## config.mk

```make
export PLATFORM = sky130hd
export DESIGN_NAME = modport_alu
export DESIGN_NICKNAME = d
export VERILOG_FILES = /design/src/rtl/alu_pkg.sv /design/src/rtl/modport_alu_mul.sv /design/src/rtl/modport_alu.sv
export SDC_FILE = /design/constraint.sdc
export NUM_CORES = 1
export LEC_CHECK = 0
export ABC_AREA = 0
export CORE_MARGIN = 3
export CORE_UTILIZATION = 25
export CTS_CLUSTER_SIZE = 20
export DETAILED_ROUTE_END_ITERATION = 10
export MAX_ROUTING_LAYER = met4
export PLACE_DENSITY_LB_ADDON = 0.12
export SYNTH_ARGS = -nofsm -noshare
export SYNTH_HDL_FRONTEND = slang
export SYNTH_SLANG_ARGS = --single-unit
```

## constraint.sdc

```tcl
create_clock -name CLK -period 4.6 [get_ports CLK]
set_clock_uncertainty 0.05 [all_clocks]
set_input_delay 0.46 -clock CLK [delete_from_list [all_inputs] [get_ports CLK]]
set_output_delay 0.46 -clock CLK [all_outputs]
set_load 0.005 [all_outputs]
```

## src/rtl/alu_pkg.sv

```systemverilog
// alu_pkg: shared definitions for modport_alu.
//   DEF_WIDTH / DEF_CWIDTH : default operand and command widths
//   arith_cmd_e / logic_cmd_e : command encodings for MODE=1 / MODE=0
//   flags_t   : registered flag bundle {cout, oflow, e, g, l, err}
//   op_req()  : whether a command exists, and which operands it needs
package alu_pkg;

  localparam int DEF_WIDTH  = 8;
  localparam int DEF_CWIDTH = 4;

  typedef enum logic [3:0] {
    A_ADD     = 4'd0,
    A_SUB     = 4'd1,
    A_ADD_CIN = 4'd2,
    A_SUB_CIN = 4'd3,
    A_INC_A   = 4'd4,
    A_DEC_A   = 4'd5,
    A_INC_B   = 4'd6,
    A_DEC_B   = 4'd7,
    A_CMP     = 4'd8,
    A_MUL_INC = 4'd9,
    A_MUL_SHL = 4'd10
  } arith_cmd_e;

  typedef enum logic [3:0] {
    L_AND     = 4'd0,
    L_NAND    = 4'd1,
    L_OR      = 4'd2,
    L_NOR     = 4'd3,
    L_XOR     = 4'd4,
    L_XNOR    = 4'd5,
    L_NOT_A   = 4'd6,
    L_NOT_B   = 4'd7,
    L_SHR1_A  = 4'd8,
    L_SHL1_A  = 4'd9,
    L_SHR1_B  = 4'd10,
    L_SHL1_B  = 4'd11,
    L_ROL_A_B = 4'd12,
    L_ROR_A_B = 4'd13
  } logic_cmd_e;

  // INP_VALID masks: bit0 = OPA, bit1 = OPB
  localparam logic [1:0] NEED_A  = 2'b01;
  localparam logic [1:0] NEED_B  = 2'b10;
  localparam logic [1:0] NEED_AB = 2'b11;

  typedef struct packed {
    logic       ok;    // command is defined for this mode
    logic [1:0] need;  // operands that must be flagged valid
  } op_req_t;

  typedef struct packed {
    logic cout;
    logic oflow;
    logic e;
    logic g;
    logic l;
    logic err;
  } flags_t;

  // cmd arrives zero-extended so any CWIDTH is judged the same way
  function automatic op_req_t op_req(input logic mode, input logic [31:0] cmd);
    op_req_t r;
    r.ok   = 1'b0;
    r.need = NEED_AB;
    if (mode) begin
      if (cmd <= 32'(A_MUL_SHL)) begin
        r.ok = 1'b1;
        case (cmd[3:0])
          A_INC_A, A_DEC_A: r.need = NEED_A;
          A_INC_B, A_DEC_B: r.need = NEED_B;
          default:          r.need = NEED_AB;
        endcase
      end
    end else begin
      if (cmd <= 32'(L_ROR_A_B)) begin
        r.ok = 1'b1;
        case (cmd[3:0])
          L_NOT_A, L_SHR1_A, L_SHL1_A: r.need = NEED_A;
          L_NOT_B, L_SHR1_B, L_SHL1_B: r.need = NEED_B;
          default:                     r.need = NEED_AB;
        endcase
      end
    end
    return r;
  endfunction

endpackage

```

## src/rtl/modport_alu_mul.sv

```systemverilog
// modport_alu_mul: two-stage registered multiplier.
//   clk  : clock, rising edge
//   clr  : synchronous clear of both stages (wins over en)
//   en   : advance the pipeline; hold everything when low
//   go   : x/y carry a multiply to start this cycle
//   x, y : pre-conditioned operands (W+1 bits each)
//   vld  : p holds a product that should drive the ALU outputs
//   p    : product truncated to W+2 bits
module modport_alu_mul
  import alu_pkg::*;
#(
  parameter int W = DEF_WIDTH
) (
  input  logic         clk,
  input  logic         clr,
  input  logic         en,
  input  logic         go,
  input  logic [W:0]   x,
  input  logic [W:0]   y,
  output logic         vld,
  output logic [W+1:0] p
);

  localparam int STAGES = 2;

  logic [STAGES:1] vld_pipe;
  logic [W+1:0]    s1_x, s1_y;
  logic [W+1:0]    prod;

  // operands are already W+2 wide, so the product wraps at the output width
  assign prod = s1_x * s1_y;

  always_ff @(posedge clk) begin
    if (clr) begin
      vld_pipe <= '0;
      s1_x     <= '0;
      s1_y     <= '0;
      p        <= '0;
    end else if (en) begin
      vld_pipe <= {vld_pipe[STAGES-1:1], go};
      s1_x     <= {1'b0, x};
      s1_y     <= {1'b0, y};
      p        <= prod;
    end
  end

  assign vld = vld_pipe[STAGES];

endmodule

```

## src/rtl/modport_alu.sv

```systemverilog
// modport_alu: registered ALU behind alu_if.
//   CLK, RST        : clock and synchronous active-high reset
//   OPA, OPB        : operands (WIDTH)
//   CMD, MODE, CIN  : command, 1=arithmetic/0=logical, carry in
//   CE              : clock enable for all state
//   INP_VALID       : bit0 OPA valid, bit1 OPB valid
//   RES             : WIDTH+2 result
//   COUT, OFLOW, E, G, L, ERR : flags
// Single-cycle ops land in res_q/fl_q on their issue edge. Multiplies run
// through modport_alu_mul and take over the outputs for exactly one cycle
// when they complete; a single-cycle op issued that same cycle sits in
// res_q behind the product and shows next, unless a newer one replaces it.
module modport_alu
  import alu_pkg::*;
#(
  parameter int WIDTH  = DEF_WIDTH,
  parameter int CWIDTH = DEF_CWIDTH
) (
  input  logic              CLK,
  input  logic              RST,
  input  logic [WIDTH-1:0]  OPA,
  input  logic [WIDTH-1:0]  OPB,
  input  logic [CWIDTH-1:0] CMD,
  input  logic              MODE,
  input  logic              CIN,
  input  logic              CE,
  input  logic [1:0]        INP_VALID,
  output logic [WIDTH+1:0]  RES,
  output logic              COUT,
  output logic              OFLOW,
  output logic              E,
  output logic              G,
  output logic              L,
  output logic              ERR
);

  localparam int SW = (WIDTH > 1) ? $clog2(WIDTH) : 1;

  op_req_t          req;
  logic [3:0]       op;
  logic [WIDTH:0]   a_x, b_x, sum, diff;
  logic [WIDTH-1:0] lres;
  logic [SW-1:0]    amt;
  logic             rot_err;

  logic [WIDTH+1:0] nxt_res, res_q;
  flags_t           nxt_fl, fl_q;

  logic             mul_go, mul_vld;
  logic [WIDTH:0]   mul_x, mul_y;
  logic [WIDTH+1:0] mul_p;

  assign amt     = OPB[SW-1:0];
  assign rot_err = (OPB >> SW) != '0;

  always_comb begin
    req     = op_req(MODE, 32'(CMD));
    op      = 4'(CMD);
    a_x     = {1'b0, OPA};
    b_x     = {1'b0, OPB};
    sum     = '0;
    diff    = '0;
    lres    = '0;
    nxt_res = '0;
    nxt_fl  = '0;
    mul_go  = 1'b0;
    mul_x   = '0;
    mul_y   = '0;

    if (!req.ok || ((INP_VALID & req.need) != req.need)) begin
      nxt_fl.err = 1'b1;
    end else if (MODE) begin
      case (op)
        A_ADD, A_ADD_CIN, A_INC_A, A_INC_B: begin
          case (op)
            A_ADD:     sum = a_x + b_x;
            A_ADD_CIN: sum = a_x + b_x + {{WIDTH{1'b0}}, CIN};
            A_INC_A:   sum = a_x + 1'b1;
            default:   sum = b_x + 1'b1;
          endcase
          nxt_res     = {1'b0, sum};
          nxt_fl.cout = sum[WIDTH];
        end
        A_SUB, A_SUB_CIN, A_DEC_A, A_DEC_B: begin
          // one extra bit: its MSB is the borrow out of the WIDTH-bit subtract
          case (op)
            A_SUB:     diff = a_x - b_x;
            A_SUB_CIN: diff = a_x - b_x - {{WIDTH{1'b0}}, CIN};
            A_DEC_A:   diff = a_x - 1'b1;
            default:   diff = b_x - 1'b1;
          endcase
          nxt_res      = {2'b00, diff[WIDTH-1:0]};
          nxt_fl.oflow = diff[WIDTH];
        end
        A_CMP: begin
          nxt_fl.e = (OPA == OPB);
          nxt_fl.g = (OPA > OPB);
          nxt_fl.l = (OPA < OPB);
        end
        A_MUL_INC: begin
          mul_go = 1'b1;
          mul_x  = a_x + 1'b1;
          mul_y  = b_x + 1'b1;
        end
        A_MUL_SHL: begin
          mul_go = 1'b1;
          mul_x  = {OPA, 1'b0};
          mul_y  = b_x;
        end
        default: nxt_fl.err = 1'b1;
      endcase
    end else begin
      case (op)
        L_AND:     lres = OPA & OPB;
        L_NAND:    lres = ~(OPA & OPB);
        L_OR:      lres = OPA | OPB;
        L_NOR:     lres = ~(OPA | OPB);
        L_XOR:     lres = OPA ^ OPB;
        L_XNOR:    lres = ~(OPA ^ OPB);
        L_NOT_A:   lres = ~OPA;
        L_NOT_B:   lres = ~OPB;
        L_SHR1_A:  lres = OPA >> 1;
        L_SHL1_A:  lres = OPA << 1;
        L_SHR1_B:  lres = OPB >> 1;
        L_SHL1_B:  lres = OPB << 1;
        // a shift by WIDTH yields 0, so amt=0 needs no special case
        L_ROL_A_B: begin
          lres       = (OPA << amt) | (OPA >> (WIDTH - int'(amt)));
          nxt_fl.err = rot_err;
        end
        L_ROR_A_B: begin
          lres       = (OPA >> amt) | (OPA << (WIDTH - int'(amt)));
          nxt_fl.err = rot_err;
        end
        default:   nxt_fl.err = 1'b1;
      endcase
      nxt_res = {2'b00, lres};
    end
  end

  // a valid multiply leaves res_q alone so whatever is showing stays put
  always_ff @(posedge CLK) begin
    if (RST) begin
      res_q <= '0;
      fl_q  <= '0;
    end else if (CE && !mul_go) begin
      res_q <= nxt_res;
      fl_q  <= nxt_fl;
    end
  end

  modport_alu_mul #(.W(WIDTH)) u_mul (
    .clk (CLK),
    .clr (RST),
    .en  (CE),
    .go  (mul_go),
    .x   (mul_x),
    .y   (mul_y),
    .vld (mul_vld),
    .p   (mul_p)
  );

  assign RES = mul_vld ? mul_p : res_q;
  assign {COUT, OFLOW, E, G, L, ERR} = mul_vld ? 6'b000000 : fl_q;

endmodule

```

==> flow_metrics.tcl, run 1 <==
set metrics [dict create \
    worstPathRequired_ps 4720 \
    cellPowerDensity_nw_per_um2 173 \
    vias 7308 \
    ys_warn_count 0 \
    numCtsBuffers 5 \
    rsz0062_at_grt "false" \
    cts_tree "done" \
    dp_hpwl_um 22900 \
    grt_usage 0.197 \
    ys_types 74 \
    die_y_um 177 \
    max_freq_mhz 243 \
    io_pins 43 \
    vdd_drop_max_v 0.000126 \
    whs_ps 390 \
    cts-root-buf "clkbuf_16" \
    async_reset_ff_frac 0 \
    pre_cts_slack_ps 505 \
    r2r_slack_ps 490 \
    grt_max_degree 47 \
    synth_edf_count 0 \
    cts.repair.resized 0 \
    outcome "complete, no violations" \
    relSlewSlack 0.326 \
    p_leak_nw 3.32 \
    ys_seq_area_frac 0.124 \
    period_share 0.894 \
    reg2reg_depth 16 \
    h-tree-depth 2 \
    final_antenna_net_count 0 \
    core_area_um2 28200 \
    cts_setup_buffers 0 \
    die-width_um 177 \
    routedWlPerCell_um 21.6 \
    timing.max_cap.violations 0 \
    drtIter0Drc 651 \
    yosys.area.top_type "dfxtp_1" \
    finalNetCount 1101 \
    synth_top_area_frac 0.124 \
    ys_top_cells_by_area "dfxtp_1, ha_1, fa_1" \
    grt_overflow_total 0 \
    path_clk_slew_ps 70 \
    holdPathEnd "res_q[8]" \
    final_hold_viol_count 0 \
    layout_commonest_cell "nand2_1" \
    cts.sinks 45 \
    routed_wirelength_um 29700 \
    clock_path_buffers 2 \
    drtPass1Iterations 5 \
    cts_hold_buf 0 \
    grt_pass1_vias 7368 \
    setup_viol 0 \
    grt_pass1_wl_um 46200 \
    place.gp.congestion 0.937 \
    worstHoldStart "res_q[8]" \
    worstReg2RegEnd "u_mul.p[9]" \
    fin_crit_ps 4110 \
    crit_fanout 9 \
    critPathKind "flip-flop to flip-flop" \
    synth_flop_cell "dfxtp_1" \
    antenna_found_initial 0 \
    portBuffers 42 \
    dieArea_um2 31200 \
    syn2layout_area_growth_pct 14.4 \
    endpoint_kind "flip-flop" \
    syn_inst 978 \
    fin_util 0.295 \
    max_slew.worst_pin.slew_ps 1000 \
    cp.arrival_ps 4240 \
    ys_seq_elements 45 \
    drc 0 \
    finalWorstSetupSlack_ps 487 \
    hold_path_class "flip-flop to flip-flop" \
    syn-num-nets 1083 \
    layout_common_cells "nand2_1, nor2_1, inv_1" \
    rows 61 \
    clock_latency_ps 290 \
    initial_utilization 0.257 \
    finalSetupTns_ps 0 \
    start_kind "flip-flop" \
    r2r-start "u_mul.s1_y[2]" \
    instances_no_fill 1375 \
    antenna_cells 0 \
    vias_per_cell 5.31 \
    holdPathStages 2 \
    placed_cells 1367 \
    syn_area_um2 7270 \
    slew_violations 0 \
    drive_gt1_frac 0.0943 \
    syn_area_per_cell_um2 7.43 \
]
logic make-up (layout without fill, tap and decap cells):
kind of cell / after synthesis / in the layout / synth area share
and+or+nand+nor: 343 / 343 / 0.228
AOI/OAI and AO/OA: 253 / 253 / 0.239
buffers and inverters: 143 / 162 / 0.0807
adders and majority gates: 78 / 78 / 0.162
xor gates and xnor gates: 69 / 69 / 0.0872
muxes: 47 / 47 / 0.0793
DFF: 45 / 45 / 0.124
cell usage after synthesis (5+ instances only):
cell type / n
inv_1: 63
nor3_1: 28
buf_2: 25
dfxtp_1: 45
o221ai_1: 8
mux2i_1: 25
fa_1: 27
a32o_1: 6
nor2b_1: 12
and2_1: 33
ha_1: 51
o21bai_1: 5
nand3_1: 19
nand2b_1: 10
xnor2_1: 45
a22oi_1: 24
nand2_1: 102
a21o_1: 9
nor3_2: 5
nand4_1: 6
mux4_2: 7
a221oi_1: 9
o21ai_0: 42
xor2_1: 20
a31oi_1: 15
and3_1: 10
a211oi_1: 14
clkbuf_1: 40
o21ai_1: 8
a21oi_1: 50
o22ai_1: 11
o32ai_1: 6
nor2_1: 92
mux2_2: 15
nor4_1: 8
buf_1: 8
a32oi_1: 8
metrics by stage:
stage                     area [µm²]  total power, mW
after floorplan                 7270            0.834
after global placement          8170             1.08
after detailed placement        8170             1.07
after CTS                       8320             1.44
after global routing            8320             1.52
final                           8320             1.44
power breakdown:
part	leakage, nW	total (mW)	switching (mW)	internal, mW
combinational	2.88	0.672	0.422	0.250
clock	0.0702	0.367	0.164	0.203
sequential	0.363	0.400	0.00517	0.395
routing by layer:
| layer | global-route usage | vias to the layer above | share of wire |
|---|---|---|---|
| met5 | - | - | 0 |
| met4 | 0.0435 | 0 | 0.019 |
| met3 | 0.0252 | 31 | 0.069 |
| met2 | 0.303 | 255 | 0.45 |
| met1 | 0.276 | 3510 | 0.47 |
| li1 | - | 3512 | - |
critical path, stage by stage (launching register included):
cell and delay (ps):
dfxtp_1 500, nand2_1 130, fa_1 540, inv_1 50, fa_1 450, ha_1 290
inv_1 50, fa_1 590, inv_1 60, ha_1 290, a21o_1 170, a21o_1 190
a21o_1 170, a21oi_1 170, xnor2_1 100, mux2i_1 140, nor2_1 50
worst max path at each step:
stage | from | end | slack [ps] | cells after the start
3_3_place_gp | u_mul.s1_y[2] | u_mul.p[9] | 480 | 16
5_1_grt | u_mul.s1_y[2] | u_mul.p[9] | 190 | 16
3_5_place_dp | u_mul.s1_y[2] | u_mul.p[9] | 500 | 16
2_1_floorplan | u_mul.s1_y[2] | u_mul.p[9] | 650 | 17
6_report | u_mul.s1_y[2] | u_mul.p[9] | 490 | 16
4_1_cts | u_mul.s1_y[2] | u_mul.p[9] | 470 | 16
flip-flops by register name, summed over array words and instances, names as in the netlist:
signal / count
u_mul.p: 10
res_q: 9
u_mul.s1_x: 9
fl_q: 6
u_mul.vld_pipe: 2
u_mul.s1_y: 9
final cells by class:
cell class / count / area [µm²]
fill: 3105 / 19900
multi-input combinational: 790 / 5780
sequential: 45 / 901
timing repair buffer: 87 / 766
tap: 378 / 473
inverter: 67 / 251
clock buffer: 5 / 125
clock inverter: 3 / 21.3
Note: power is estimated with default switching activity, not from simulation.
==> run 2, diff against run 1 <==
PLACE_DENSITY_LB_ADDON = default   (was 0.12)
==> run 2 against run 1 <==
Global-route usage decreased by 2.0 points. Total power shrank 2.0%. Register-to-register slack about the same. Critical path depth is the same. Critical endpoint unchanged.
==> flow_metrics.tcl, run 2 (same netlist as run 1, synthesis figures left out) <==
set metrics [dict create \
    outcome "complete, no violations" \
    place.gp.congestion 0.995 \
    syn2layout_area_growth_pct 14.0 \
    grt_usage 0.177 \
    core_area_um2 28200 \
    fillers 3146 \
    drive_gt1_frac 0.0896 \
    grt_pass1_vias 7064 \
    placed_cells 1363 \
    vdd_drop_max_v 0.000138 \
    relSlewSlack 0.287 \
    path_clk_slew_ps 70 \
    drtPass1Iterations 5 \
    critical_path.cell_chain "nand2_1 > fa_1 > inv_1 > fa_1 > ha_1 > inv_1 > fa_1 > inv_1 > ha_1 > a21o_1 > a21o_1 > a21o_1 > a21oi_1 > xnor2_1 > mux2i_1 > nor2_1" \
    crit_buf_inv 3 \
    numCtsBuffers 5 \
    cellPowerDensity_nw_per_um2 170 \
    routed.top_layer "met4" \
    finalSetupTns_ps 0 \
    dp_hpwl_um 21000 \
    regMostFlops "u_mul.p" \
    slew_violations 0 \
    crit_path_max_incr_delay_ps 580 \
    intPower_mw 0.840 \
    vias 7580 \
    die-width_um 177 \
    worstPathRequired_ps 4720 \
    cts.sinks 45 \
    fin_util 0.293 \
    cts_setup_buffers 0 \
    wl_met2_um 12200 \
    rsz0062_at_grt "false" \
    grt_max_degree 45 \
    portBuffers 42 \
    cts_hold_buf 0 \
    drtIter0Drc 783 \
    routed_wirelength_um 27500 \
    p_leak_nw 3.29 \
    max_freq_mhz 244 \
    max_slew.worst_pin.slew_ps 1060 \
    critPathKind "flip-flop to flip-flop" \
    instances_no_fill 1371 \
    antenna_found_initial 0 \
    cp_top_family "adder cells" \
    crit_cells 16 \
    initial_utilization 0.257 \
    r2r-start "u_mul.s1_y[2]" \
    largest_register_ffs 10 \
    io_pins 43 \
    clock_latency_ps 290 \
    route.met3.wl_um 2160 \
    grt_pass1_wl_um 42100 \
    worstReg2RegEnd "u_mul.p[9]" \
    antenna_cells 0 \
    layout_common_cells "nand2_1, nor2_1, inv_1" \
    endpoint_kind "flip-flop" \
    timing.max_cap.violations 0 \
    switching_share 0.404 \
    layout_commonest_cell "nand2_1" \
    grt_overflow_total 0 \
    reg2reg_depth 16 \
    endpoint "u_mul.p[9]" \
    finalWorstSetupSlack_ps 502 \
    cts-root-buf "clkbuf_16" \
    cts_tree "done" \
    clock_path_buffers 2 \
    vias_per_cell 5.53 \
    combPwrFrac 0.462 \
    setup_viol 0 \
    period_share 0.891 \
    slowest_stage "fa_1" \
    dieArea_um2 31200 \
    crit_fanout 9 \
    drc 0 \
    pre_cts_slack_ps 523 \
    cp.arrival_ps 4220 \
    routedWlPerCell_um 20.1 \
    start_kind "flip-flop" \
    cts.repair.resized 0 \
    die_y_um 177 \
    drt-met1-wl_um 12200 \
    hold_path_class "flip-flop to flip-flop" \
    r2r_slack_ps 500 \
    rows 61 \
    final_hold_viol_count 0 \
    startpoint "u_mul.s1_y[2]" \
    fin_crit_ps 4100 \
    final_antenna_net_count 0 \
    p_seq_frac 0.285 \
    p_switching_mw 0.570 \
    h-tree-depth 2 \
    finalNetCount 1097 \
    power.clock.fraction 0.254 \
]
-- run 2: worst register-to-register path, cell delays in order, from the launching register on --
cell	delay [ps]
dfxtp_1	480
nand2_1	130
fa_1	550
inv_1	60
fa_1	450
ha_1	280
inv_1	50
fa_1	580
inv_1	60
ha_1	290
a21o_1	180
a21o_1	200
a21o_1	180
a21oi_1	170
xnor2_1	90
mux2i_1	130
nor2_1	50
-- run 2: final cells by class --
type	instances	area, µm²	share of cell area
clock buffer	6	129	0.0155
clock inverter	2	15.0	0.00181
inverter	67	251	0.0303
multi-input combinational	790	5780	0.698
sequential	45	901	0.109
tap	378	473	0.0571
timing repair buffer	83	736	0.0888
-- run 2: worst min path at each step --
stage | startpoint | endpoint | slack [ps] | cells after the start
2_1_floorplan | res_q[8] | res_q[8] | 360 | 2
3_3_place_gp | res_q[8] | res_q[8] | 380 | 2
3_5_place_dp | fl_q[2] | fl_q[2] | 380 | 1
4_1_cts | res_q[8] | res_q[8] | 400 | 2
5_1_grt | fl_q[5] | fl_q[5] | 420 | 2
6_report | res_q[8] | res_q[8] | 390 | 2
-- run 2: routing by layer --
| layer | vias up | track usage |
|---|---|---|
| met3 | 65 | 0.0249 |
| li1 | 3505 | - |
| met5 | - | - |
| met1 | 3611 | 0.243 |
| met4 | 0 | 0.0556 |
| met2 | 399 | 0.268 |
-- run 2: power by group through the flow --
stage	clock network, mW	logic, mW	registers [mW]
finish	0.358	0.651	0.401
global route	0.380	0.698	0.402
CTS	0.367	0.634	0.401
detailed placement	0	0.632	0.410
global placement	0	0.635	0.409
floorplan	0	0.428	0.406
-- run 2: through the flow --
stage	area (µm²)	hold WS, ps	power, mW
3_3_place_gp	8140	382	1.04
5_1_grt	8290	424	1.48
6_report	8290	392	1.41
2_1_floorplan	7270	362	0.834
3_5_place_dp	8140	384	1.04
4_1_cts	8290	395	1.40
==> run 3, diff against run 2 <==
TNS_END_PERCENT = 100   (was default)
==> results of run 3 <==
Final layout, timing and power as in run 2 (identical DEF).
